`src/rtl/sm83_pkg.sv`:
```
// Shared SM83 core definitions: opcode constants, interrupt-dispatch length
// and the fetch-stage state encoding.
package sm83_pkg;

    localparam logic [7:0] OP_NOP = 8'h00;
    localparam logic [7:0] OP_CB  = 8'hCB;

    localparam int INT_MCYCLES_DEFAULT = 5;

    typedef enum logic [1:0] {
        RUN    = 2'd0,
        PREFIX = 2'd1,
        INTSEQ = 2'd2
    } fetch_state_t;

endpackage

```
`src/rtl/mcycle_counter.sv`:
```
// 3-bit saturating up-counter; clr takes priority over inc.
module mcycle_counter (
    input  logic       clk,
    input  logic       rst_n,
    input  logic       clr,
    input  logic       inc,
    output logic [2:0] count
);

    always_ff @(posedge clk or negedge rst_n) begin
        if (!rst_n) begin
            count <= 3'd0;
        end else if (clr) begin
            count <= 3'd0;
        end else if (inc && count != 3'd7) begin
            count <= count + 3'd1;
        end
    end

endmodule

```
`src/rtl/opcode_fetch.sv`:
```
// Instruction register and fetch control: latches opcodes at FetchEnd, tracks the
// CB prefix, substitutes the interrupt-dispatch pseudo-op and counts M-cycles.
module opcode_fetch
    import sm83_pkg::*;
#(
    parameter int INT_MCYCLES = INT_MCYCLES_DEFAULT
) (
    input  logic         CLK,
    input  logic         nRESET,
    input  logic [7:0]   DataBus,
    input  logic         FetchEnd,
    input  logic         NextM,
    input  logic         IntReq,
    output logic [7:0]   IR,
    output logic         CB,
    output logic         IntAck,
    output logic         IR_Valid,
    output logic [2:0]   MCycle,
    output fetch_state_t dbg_state
);

    fetch_state_t state_q, state_d;
    logic [7:0]   ir_d;
    logic         cb_d;
    logic         ack_d;
    logic [2:0]   int_cnt;

    assign dbg_state = state_q;

    // An early FetchEnd in INTSEQ is handled exactly like a RUN fetch, so only
    // PREFIX needs its own branch.
    always_comb begin
        state_d = state_q;
        ir_d    = IR;
        cb_d    = CB;
        ack_d   = IntAck;
        if (FetchEnd) begin
            if (state_q == PREFIX) begin
                ir_d    = DataBus;
                cb_d    = 1'b1;
                ack_d   = 1'b0;
                state_d = RUN;
            end else if (IntReq) begin
                ir_d    = OP_NOP;
                cb_d    = 1'b0;
                ack_d   = 1'b1;
                state_d = INTSEQ;
            end else begin
                ir_d    = DataBus;
                cb_d    = 1'b0;
                ack_d   = 1'b0;
                state_d = (DataBus == OP_CB) ? PREFIX : RUN;
            end
        end
    end

    always_ff @(posedge CLK or negedge nRESET) begin
        if (!nRESET) begin
            state_q  <= RUN;
            IR       <= OP_NOP;
            CB       <= 1'b0;
            IntAck   <= 1'b0;
            IR_Valid <= 1'b0;
        end else begin
            state_q <= state_d;
            IR      <= ir_d;
            CB      <= cb_d;
            IntAck  <= ack_d;
            if (FetchEnd) begin
                IR_Valid <= 1'b1;
            end
        end
    end

    mcycle_counter u_mcycle (
        .clk   (CLK),
        .rst_n (nRESET),
        .clr   (FetchEnd),
        .inc   (NextM),
        .count (MCycle)
    );

    // Every FetchEnd clears the dispatch count, which also zeroes it on INTSEQ entry.
    mcycle_counter u_int_cnt (
        .clk   (CLK),
        .rst_n (nRESET),
        .clr   (FetchEnd),
        .inc   (NextM && state_q == INTSEQ),
        .count (int_cnt)
    );

    a_no_early_fetch_in_intseq : assert property (
        @(posedge CLK) disable iff (!nRESET)
        !(FetchEnd && state_q == INTSEQ && int_cnt != 3'(INT_MCYCLES - 1))
    );

endmodule

```
`config.mk`:
```
export PLATFORM = sky130hd
export DESIGN_NAME = opcode_fetch
export DESIGN_NICKNAME = d
export VERILOG_FILES = /design/src/rtl/sm83_pkg.sv /design/src/rtl/mcycle_counter.sv /design/src/rtl/opcode_fetch.sv
export SDC_FILE = /design/constraint.sdc
export NUM_CORES = 1
export LEC_CHECK = 0
export CAP_MARGIN = 25
export CORE_ASPECT_RATIO = 1.25
export CORE_MARGIN = 3
export CORE_UTILIZATION = 40
export DETAILED_ROUTE_END_ITERATION = 10
export PLACE_DENSITY = 0.88
export REMOVE_ABC_BUFFERS = 1
export SETUP_SLACK_MARGIN = 0.05
export SLEW_MARGIN = 0
export SYNTH_ARGS = -nofsm -noshare
export SYNTH_HDL_FRONTEND = slang
export SYNTH_HIERARCHICAL = 1
export SYNTH_SLANG_ARGS = --single-unit
```
`constraint.sdc`:
```
create_clock -name CLK -period 1.7 [get_ports CLK]
set_input_delay 0.34 -clock CLK [delete_from_list [all_inputs] [get_ports CLK]]
set_output_delay 0.34 -clock CLK [all_outputs]
set_load 0.005 [all_outputs]
```
* Word-level counts from Yosys, hierarchy flattened
Cells that the tools add are included.
** Operators by class
- Add/sub/neg operators :: 1
- Reduce and logical (&&, ||, !) cells :: 2
- Multiplexer cells :: 10
- Eq/ne operators :: 3
** Operators by type and width (count)
- $mux W8 :: 2
- $eq A8 B8 Y1 const B :: 1
- $mux W3 :: 2
- $mux W1 :: 4
- $mux W2 :: 2
- $add A3 B1 Y3 const B :: 1
- $ne A3 B3 Y1 const B :: 1
- $eq A2 B1 Y1 const B :: 1
- $reduce_bool A2 Y1 :: 1
- $logic_and A1 B1 Y1 :: 1
** Storage, ports and cells
- Output and inout port bits :: 16
- Flip-flop bits (word level) :: 16
- Word-level logic and storage cells :: 22
- Input port bits :: 13

* Depth between registers and ports, before layout
Gate-level depths: netlist (run 1).
- Depth in word-level cells :: 4
- Mapped depth :: 4
- Depth with buffers taken out :: 4

* Hierarchy
Netlist (run 1), hierarchy kept.
** By module, submodules not included
- opcode_fetch :: instances 1, area each 478.0 sq um, cells an instance 36, seq. area each 300.3 sq um
- mcycle_counter :: instances 1, area each 183.9 sq um, cells an instance 15, seq. area each 75.1 sq um

* Worst setup path after synthesis (run 1)
Ideal clock, no wire load.
- Path type :: register -> register
- From :: register u_mcycle.count[0]
- To :: register u_mcycle.count[0]
- Setup slack :: 0.342 ns
- Data required time :: 1.575 ns
- Cell stages (with the launch flop) :: 5
- Buffers on the path :: 0
- Period minus slack after synthesis :: 1.358 ns
- Library setup time :: 0.125 ns
- Data arrival time :: 1.233 ns
- Cells stage by stage :: dfrtp_1 > ha_1 > ha_1 > nor2b_4 > mux2_4
** On the way
- Cells in the longest elaborated chain, start to end :: 3
- Elaborated cells between the ends (all ways) :: 6
- Those cells by class :: add/sub: 1; eq/ne: 1; mux: 2; reduce/logical: 2
** Ends and longest elaborated chain
- start: declaration :: RTL line mcycle_counter.sv:7 : output logic [2:0] count
- start signal: assignment :: RTL line mcycle_counter.sv:16 : count <= count + 3'd1;
- $add A3 B1 Y3 or $ne A3 B3 Y1 (tied branches) :: RTL line mcycle_counter.sv:16, mcycle_counter.sv:15
- $mux W3 or $logic_and A1 B1 Y1 (tied branches) :: RTL line mcycle_counter.sv:15 : end else if (inc && count != 3'd7) begin
- $mux W3 or $reduce_bool A2 Y1 (tied branches)
Several ways; a longest one is shown, not always the timed one. The select of a mux whose other input is x is not followed.
A chain may end at the register's enable or synchronous reset.

* Worst setup path in the final report (run 1)
- From :: register IntAck
- To :: output port IntAck
** RTL lines
- start: declaration :: RTL line opcode_fetch.sv:16 : output logic IntAck,
- start signal: assignment :: RTL line opcode_fetch.sv:68 : IntAck <= ack_d;
No word-level cell between the ends.

==> results of run 1 <==
layer usage:
layer	wire length (um)	track usage [%]
met1	639	19.5
met4	31	9.33
met5	0	0
met3	114	3.52
met2	654	26.6
metrics by stage:
stage / hold WS [ps] / cell area, um^2
2_1_floorplan: 44.4 / 649
3_3_place_gp: 456 / 966
3_5_place_dp: 463 / 966
4_1_cts: 375 / 992
5_1_grt: 385 / 992
6_report: 371 / 992
state kept, by name (all words and copies together) (netlist names):
signal and cells:
CB 1, IR 8, IR_Valid 1, IntAck 1
dbg_state 1, u_mcycle/count 3
power by group through the flow:
| stage | combinational [mW] | clock [mW] | sequential, mW |
|---|---|---|---|
| finish | 0.140 | 0.195 | 0.393 |
| CTS | 0.143 | 0.198 | 0.393 |
| floorplan | 0.0397 | 0 | 0.400 |
| detailed placement | 0.142 | 0 | 0.401 |
| global placement | 0.138 | 0 | 0.399 |
| global route | 0.153 | 0.219 | 0.397 |
cell families (layout without fill, tap and decap cells):
family / Yosys count / after routing / synth area share (%)
AND/OR/NAND/NOR: 16 / 16 / 16.6
flip-flops: 15 / 15 / 56.7
AO/OA/AOI/OAI: 14 / 14 / 18.1
buffers and inverters: 3 / 35 / 2.46
adder cells (fa/ha/maj): 2 / 2 / 3.78
multiplexers: 1 / 1 / 2.27
cells in the mapped netlist (2+ instances only):
cell and number:
nor2_1 3, dfrtp_1 15, ha_1 2, nand2_1 2, o21ai_1 3, nand2b_1 3, a22o_1 7, nand4bb_1 2
cell type report:
type | count | share of cell area (%)
inverter | 1 | 0.378
multi-input combinational | 33 | 27.2
timing repair buffer | 30 | 29.8
tap | 17 | 2.14
clock buffer | 4 | 2.65
sequential | 15 | 37.8
path summary, 6_finish.rpt:
| check | to | from | slack (ps) |
|---|---|---|---|
| setup / recovery | IntAck | IntAck | 150 |
| setup reg to reg | u_mcycle/count[0] | u_mcycle/count[0] | 260 |
| max in group asynchronous | IR[1] | nRESET | 1160 |
| min in group CLK | IR_Valid | IR_Valid | 480 |
| hold / removal | IR[4] | nRESET | 370 |
| hold reg to reg | IR_Valid | IR_Valid | 480 |
==> summary.md, run 1 <==
| Metric | Value |
|---|---|
| Clock-pin slew on the worst setup and hold paths | `80 ps` |
| Maximum clock rate | `645 MHz` |
| Clock power frac | `26.7%` |
| Top post-synthesis cells by area | `dfrtp_1 57%, a22o_1 9.3%, ha_1 3.8%` |
| Global-route wire length before repair | `2580 um` |
| Worst path depth | `1` |
| Slew @ Worst Pin | `235 ps` |
| Period utilization | `91.2%` |
| Gate count after technology mapping | `51` |
| Post-Route Setup TNS | `0 ps` |
| I/O Pins | `29` |
| MaxCap Viol Count | `0` |
| WP buf/inv | `1` |
| CTS tree | `done` |
| Area grow syn2layout | `49.9%` |
| Yosys warning count | `6` |
| Setup Fix Bufs, Post-CTS | `0` |
| Netlist Area Pre-Place | `662 um^2` |
| Antenna Nets Post-Route | `0` |
| Largest net degree at the start of global routing | `16` |
| Area fraction of the dominant cell type after synthesis | `56.7%` |
| Largest area contributor in the netlist | `dfrtp_1` |
| Largest stage delay on the critical path | `530 ps` |
| CP Cell Sequence | `clkdlybuf4s50_1` |
| Die X | `42.4 um` |
| Fin. Hold Viols | `0` |
| Max stage delay cell, worst path | `clkdlybuf4s50_1` |
| Routed vias/inst | `5.34` |
| H-tree levels | `1` |
| Final worst setup slack | `150 ps` |
| Comb pwr share | `19.3%` |
| Worst vdd rail ir drop | `0.557 mV` |
| Total power | `0.728 mW` |
| Sw Share | `23.0%` |
| R2R depth | `4` |
| Critical Path RT | `1360 ps` |
| Worst clock skew | `1.05 ps` |
| Sequential fraction of the synthesis area | `56.7%` |
| Resize count post-CTS | `0` |
| Initial antenna violation count | `0` |
| Vias | `534` |
| Iteration-0 DRC Markers | `0` |
| Post-Syn Area per Cell | `13.0 um^2` |
| Grt total ovfl | `0` |
| Drt total wl | `1440 um` |
| CP Launch Type | `flop` |
| Path type of the worst setup path | `flop to output pin` |
| DP Worst Slack | `106 ps` |
| Post-Place Cells | `96` |
| P_int | `0.561 mW` |
| Clk_lat worst skew | `270 ps` |
| Total GRT Usage | `16.3%` |
| Area of the die | `2180 um^2` |
| Most frequent cells in the layout | `28 x clkdlybuf4s50_1, 15 x dfrtp_1, 7 x a22o_1` |
| FF+latch area | `375 um^2` |
| Clk buf depth | `2` |
| Area of the multi-input gates | `270 um^2` |
| Clock root buffer | `clkbuf_4` |
| Synth cell types | `22` |
| EDFF count, synth | `0` |
| Slew headroom | `84.3%` |
| Final setup vio count | `0` |
| Buffers on Ports | `28` |
| Crit path max-delay family | `buffers and inverters` |
| Register share of total power | `54.0%` |
| Finished Layout Cells | `100` |
| # fillers | `118` |
| Min Tclk post-route | `1550 ps` |
| Crit end category | `output pin` |
| Pins Over Slew Limit | `0` |
| GP Congestion | `0.719` |
| # DRC | `0` |
| Synth Flop Type | `dfrtp_1` |
| Unrepaired setup endpoints after global routing | `no` |
| Sinks on Clock Net | `15` |
| PD cells | `734 nW/um^2` |
| Maximum fanout along the worst path | `4` |
| Hold WC Path Type | `input port to asynchronous set/reset pin` |
| Sw Pwr | `0.167 mW` |
| Number of global-route vias before repair | `563` |
| # nets final | `99` |
| Ant diodes | `0` |
| Core footprint | `1460 um^2` |
| Post-synthesis register bit count | `15` |
| Die Span Y | `51.5 um` |
| Post-synth ARST share | `100%` |
| Crit path DAT | `1210 ps` |
| Fin util | `67.8%` |
| Lkg Pwr | `0.437 nW` |
| DRT Pass-1 Iters | `1` |
| Hold-fix buffers, CTS | `0` |
| Row cnt | `15` |
| Commonest non-fill, non-tap cell in the layout | `clkdlybuf4s50_1` |
| Starting Density | `45.2%` |
| Layout cells sized above 1 | `13.3%` |
| Num CTS Buffers | `3` |
| Dpl hpwl | `1160 um` |
| Routed WL per cell | `14.4 um` |
| Status | `complete, no violations` |
Power figures use the tool's default switching activity.
==> inputs of run 2 (changes only) <==
- CORE_MARGIN: 3 -> unset
==> summary.md, run 2 (synthesized netlist as in run 1, its figures left out) <==
| Metric | Value |
|---|---|
| Worst vdd rail ir drop | `0.404 mV (was 0.557 mV)` |
| Total GRT Usage | `19.2% (was 16.3%)` |
| Reg2Reg Capture Point | `u_mcycle/count[0] (unchanged)` |
| Unrepaired setup endpoints after global routing | `no (unchanged)` |
| Worst hold margin | `356 ps (was 371 ps)` |
| Clock-pin slew on the worst setup and hold paths | `80 ps (about the same)` |
| Critical Path RT | `1360 ps (about the same)` |
| R2R depth | `4 (unchanged)` |
| Final setup vio count | `0 (unchanged)` |
| Largest net degree at the start of global routing | `16 (unchanged)` |
| Grt total ovfl | `0 (unchanged)` |
| Area of the die | `1820 um^2 (was 2180 um^2)` |
| Dpl hpwl | `1140 um (was 1160 um)` |
| WP buf/inv | `1 (unchanged)` |
| Crit path max-delay family | `buffers and inverters (unchanged)` |
| MaxCap Viol Count | `0 (unchanged)` |
| Status | `complete, no violations (unchanged)` |
| Max stage delay cell, worst path | `clkdlybuf4s50_1 (unchanged)` |
| FF-to-FF setup slack | `280 ps (was 260 ps)` |
| Clock root buffer | `clkbuf_4 (unchanged)` |
| Most frequent cells in the layout | `28 x clkdlybuf4s50_1, 15 x dfrtp_1, 7 x a22o_1 (unchanged)` |
| Starting Density | `42.4% (was 45.2%)` |
| Initial antenna violation count | `0 (unchanged)` |
| Area grow syn2layout | `51.2% (was 49.9%)` |
| # fillers | `129 (was 118)` |
| Die X | `38.4 um (was 42.4 um)` |
| # nets final | `100 (was 99)` |
| Worst clock skew | `2.31 ps (was 1.05 ps)` |
| Largest regs | `IR: 8 flops, u_mcycle/count: 3 flops (unchanged)` |
| Post-Route Setup TNS | `0 ps (unchanged)` |
| Largest stage delay on the critical path | `520 ps (was 530 ps)` |
| Start point of the critical path | `dbg_state[0] (was IntAck)` |
| CP Launch Type | `flop (unchanged)` |
| Final instance area | `1000 um^2 (was 992 um^2)` |
| Hold-fix buffers, CTS | `0 (unchanged)` |
| I/O Pins | `29 (unchanged)` |
| Crit path DAT | `1220 ps (was 1210 ps)` |
| H-tree levels | `1 (unchanged)` |
| Number of global-route vias before repair | `549 (was 563)` |
| GP Congestion | `0.709 (was 0.719)` |
| Commonest non-fill, non-tap cell in the layout | `clkdlybuf4s50_1 (unchanged)` |
| Lkg Pwr | `0.442 nW (was 0.437 nW)` |
| Fin. Hold Viols | `0 (unchanged)` |
| Largest Register | `IR (unchanged)` |
| Die Span Y | `47.5 um (was 51.5 um)` |
| Sinks on Clock Net | `15 (unchanged)` |
| Period utilization | `91.7% (was 91.2%)` |
| Clk_lat worst skew | `290 ps (was 270 ps)` |
| Slew @ Worst Pin | `247 ps (was 235 ps)` |
| Routed WL per cell | `14.4 um (about the same)` |
| Hold WC Path Type | `input port to asynchronous set/reset pin (unchanged)` |
| Ant diodes | `0 (unchanged)` |
| Drt total wl | `1470 um (was 1440 um)` |
| Iteration-0 DRC Markers | `6 (was 0)` |
| Largest register FFs | `8 (unchanged)` |
| Layout cells sized above 1 | `14.3% (was 13.3%)` |
| Maximum fanout along the worst path | `3 (was 4)` |
| Crit end category | `output pin (unchanged)` |
| Clk buf depth | `2 (unchanged)` |
| Antenna Nets Post-Route | `0 (unchanged)` |
| Row cnt | `16 (was 15)` |
| Routed vias/inst | `5.36 (was 5.34)` |
| CP Cell Sequence | `clkdlybuf4s50_1 (unchanged)` |
| Dpl cell area | `975 um^2 (was 966 um^2)` |
| Fin util | `64.1% (was 67.8%)` |
| # DRC | `0 (unchanged)` |
| Vias | `547 (was 534)` |
| FF+latch area | `375 um^2 (unchanged)` |
| DRT Pass-1 Iters | `3 (was 1)` |
| Slew headroom | `83.5% (was 84.3%)` |
| Pins Over Slew Limit | `0 (unchanged)` |
| Worst reg2reg path startpoint | `u_mcycle/count[0] (unchanged)` |
| Global-route wire length before repair | `2390 um (was 2580 um)` |
| Resize count post-CTS | `0 (unchanged)` |
| CTS tree | `done (unchanged)` |
| Buffers on Ports | `28 (unchanged)` |
| Setup Fix Bufs, Post-CTS | `0 (unchanged)` |
| Core footprint | `1560 um^2 (was 1460 um^2)` |
| PD cells | `736 nW/um^2 (was 734 nW/um^2)` |
| Area of the multi-input gates | `270 um^2 (unchanged)` |
| Path type of the worst setup path | `flop to output pin (unchanged)` |
| Maximum clock rate | `641 MHz (was 645 MHz)` |
| Num CTS Buffers | `3 (unchanged)` |
| Min Tclk post-route | `1560 ps (was 1550 ps)` |
==> run 2: cell types whose count changed in the layout (fill, tap and decap cells not counted) <==
cell / change
buf_4: +1
==> run 2: final cells by class <==
| class | count | area share, % |
|---|---|---|
| inverters | 1 | 0.375 |
| well taps | 18 | 2.25 |
| multi-input cells | 33 | 27.0 |
| repair buffers | 31 | 30.2 |
| flip-flops and latches | 15 | 37.5 |
| clock buffers | 4 | 2.63 |
==> run 2: metal layers <==
metal | vias to the layer above | global-route usage (%) | part of all wire [%]
li1 | 255 | - | -
met1 | 263 | 24.2 | 43
met2 | 26 | 32.5 | 47
met3 | 3 | 3.26 | 7.8
met4 | 0 | 8.28 | 1.9
met5 | - | 0 | 0
==> run 2: worst max path at each step <==
stage                              endpoint  slack [ps]  depth (start not counted)
final                          dbg_state[0]         140                          1
after detailed placement       dbg_state[0]         100                          3
after floorplan           u_mcycle/count[0]         340                          4
after global placement         dbg_state[0]         160                          3
after global routing           dbg_state[0]         110                          1
after CTS                      dbg_state[0]         120                          1
==> run 2: per-stage QoR <==
| stage | power [mW] | cells | worst slack [ps] |
|---|---|---|---|
| after floorplan | 0.440 | 49 | 342 |
| after global placement | 0.538 | 98 | 160 |
| after detailed placement | 0.543 | 98 | 103 |
| after CTS | 0.744 | 102 | 122 |
| after global routing | 0.770 | 102 | 106 |
| final | 0.737 | 102 | 140 |
==> run 2: where the power goes <==
part	internal, mW	switching (mW)	leakage (nW)	total (mW)
registers	0.378	0.0147	0.192	0.392
logic	0.0932	0.0485	0.235	0.142
clock network	0.0913	0.111	0.0150	0.202
total	0.562	0.174	0.442	0.737
==> inputs of run 3 (changes only) <==
- CORE_ASPECT_RATIO: 1.25 -> 0.8
- CTS_CLUSTER_SIZE: unset -> 12
==> summary.md, run 3 (synthesized netlist as in run 1, its figures left out) <==
| Metric | Value |
|---|---|
| Fin util | `67.8% (was 64.1%)` |
| Slew headroom | `84.4% (was 83.5%)` |
| DRT Pass-1 Iters | `4 (was 3)` |
| Area grow syn2layout | `50.7% (was 51.2%)` |
| Area of the multi-input gates | `270 um^2 (unchanged)` |
| Largest Register | `IR (unchanged)` |
| Largest stage delay on the critical path | `530 ps (was 520 ps)` |
| Ant diodes | `0 (unchanged)` |
| Antenna Nets Post-Route | `0 (unchanged)` |
| Maximum clock rate | `648 MHz (was 641 MHz)` |
| Clk_lat worst skew | `280 ps (was 290 ps)` |
| Setup Fix Bufs, Post-CTS | `0 (unchanged)` |
| # DRC | `0 (unchanged)` |
| Hold WC Path Type | `input port to asynchronous set/reset pin (unchanged)` |
| Starting Density | `45.0% (was 42.4%)` |
| Finished Layout Cells | `104 (was 102)` |
| Drt total wl | `1440 um (was 1470 um)` |
| Most frequent cells in the layout | `28 x clkdlybuf4s50_1, 15 x dfrtp_1, 7 x a22o_1 (unchanged)` |
| Hold-fix buffers, CTS | `0 (unchanged)` |
| Path type of the worst setup path | `flop to output pin (unchanged)` |
| Number of global-route vias before repair | `495 (was 549)` |
| GP Congestion | `0.733 (was 0.709)` |
| # nets final | `99 (was 100)` |
| Routed vias/inst | `5.00 (was 5.36)` |
| Lkg Pwr | `0.437 nW (was 0.442 nW)` |
| Vias | `520 (was 547)` |
| Clock-pin slew on the worst setup and hold paths | `80 ps (about the same)` |
| I/O Pins | `29 (unchanged)` |
| Grt total ovfl | `0 (unchanged)` |
| Reg2Reg Capture Point | `u_mcycle/count[0] (unchanged)` |
| Worst reg2reg path startpoint | `u_mcycle/count[0] (unchanged)` |
| Die X | `47.5 um (was 38.4 um)` |
| Area of the die | `1820 um^2 (unchanged)` |
| Crit end category | `output pin (unchanged)` |
| Min Tclk post-route | `1540 ps (was 1560 ps)` |
| CTS tree | `done (unchanged)` |
| Worst vdd rail ir drop | `0.584 mV (was 0.404 mV)` |
| Slew @ Worst Pin | `233 ps (was 247 ps)` |
| Layout cells sized above 1 | `13.3% (was 14.3%)` |
| Row cnt | `12 (was 16)` |
| Crit path max-delay family | `buffers and inverters (unchanged)` |
| Clk buf depth | `2 (unchanged)` |
| R2R depth | `4 (unchanged)` |
| Sinks on Clock Net | `15 (unchanged)` |
| PD cells | `731 nW/um^2 (was 736 nW/um^2)` |
| CP Cell Sequence | `clkdlybuf4s50_1 (unchanged)` |
| H-tree levels | `1 (unchanged)` |
| Dpl hpwl | `1150 um (was 1140 um)` |
| FF+latch area | `375 um^2 (unchanged)` |
| Max stage delay cell, worst path | `clkdlybuf4s50_1 (unchanged)` |
| Period utilization | `90.7% (was 91.7%)` |
| Pins Over Slew Limit | `0 (unchanged)` |
| Status | `complete, no violations (unchanged)` |
| Maximum fanout along the worst path | `3 (unchanged)` |
| Unrepaired setup endpoints after global routing | `no (unchanged)` |
| WP buf/inv | `1 (unchanged)` |
| Critical Path RT | `1360 ps (about the same)` |
| Final setup vio count | `0 (unchanged)` |
| Final instance area | `997 um^2 (was 1000 um^2)` |
| Total power | `0.729 mW (was 0.737 mW)` |
| Global-route wire length before repair | `2130 um (was 2390 um)` |
| Dpl cell area | `971 um^2 (was 975 um^2)` |
| Resize count post-CTS | `0 (unchanged)` |
| FF-to-FF setup slack | `280 ps (about the same)` |
| Initial antenna violation count | `0 (unchanged)` |
| Total GRT Usage | `18.0% (was 19.2%)` |
| Post-Place Cells | `100 (was 98)` |
| Buffers on Ports | `28 (unchanged)` |
| Worst clock skew | `0.580 ps (was 2.31 ps)` |
| Largest net degree at the start of global routing | `16 (unchanged)` |
| # fillers | `121 (was 129)` |
| Commonest non-fill, non-tap cell in the layout | `clkdlybuf4s50_1 (unchanged)` |
| Largest regs | `IR: 8 flops, u_mcycle/count: 3 flops (unchanged)` |
| Post-Route Setup TNS | `0 ps (unchanged)` |
| MaxCap Viol Count | `0 (unchanged)` |
| Core footprint | `1470 um^2 (was 1560 um^2)` |
| Num CTS Buffers | `3 (unchanged)` |
| Die Span Y | `38.4 um (was 47.5 um)` |
| Fin. Hold Viols | `0 (unchanged)` |
| Largest register FFs | `8 (unchanged)` |
| Clock root buffer | `clkbuf_4 (unchanged)` |
| Crit path DAT | `1200 ps (was 1220 ps)` |
| Routed WL per cell | `13.8 um (was 14.4 um)` |
| CP Launch Type | `flop (unchanged)` |
| Iteration-0 DRC Markers | `8 (was 6)` |
-- run 3: layout make-up --
class | count | area share [%]
clock buffer | 4 | 2.63
sequential | 15 | 37.6
inverter | 1 | 0.376
timing repair buffer | 30 | 29.6
tap | 21 | 2.63
multi-input combinational | 33 | 27.1
-- run 3: how the worst max path moves through the flow --
| stage | endpoint | depth (start not counted) | start | slack [ps] |
|---|---|---|---|---|
| 6_report | dbg_state[0] | 1 | dbg_state[0] | 160 |
| 5_1_grt | MCycle[0] | 1 | u_mcycle/count[0] | 100 |
| 4_1_cts | dbg_state[0] | 1 | dbg_state[0] | 140 |
| 3_5_place_dp | dbg_state[0] | 4 | FetchEnd | 110 |
| 3_3_place_gp | dbg_state[0] | 4 | FetchEnd | 130 |
| 2_1_floorplan | u_mcycle/count[0] | 4 | u_mcycle/count[0] | 340 |
-- run 3: metal layers --
metal | vias up | global-route usage (%) | wire, um
met5 | - | 0 | 0
met4 | 0 | 4.29 | 17
met3 | 2 | 8.49 | 76
met2 | 14 | 32.5 | 732
met1 | 255 | 18.4 | 612
li1 | 249 | - | -
-- run 3: stage by stage --
stage | hold WS (ps) | setup WS, ps
2_1_floorplan | 44.4 | 342
3_3_place_gp | 458 | 131
3_5_place_dp | 468 | 106
4_1_cts | 372 | 142
5_1_grt | 372 | 96.7
6_report | 375 | 157
-- run 3: power breakdown --
group          internal, mW  switching (mW)
Clock                0.0911           0.105
Sequential            0.378          0.0142
Combinational        0.0920          0.0492
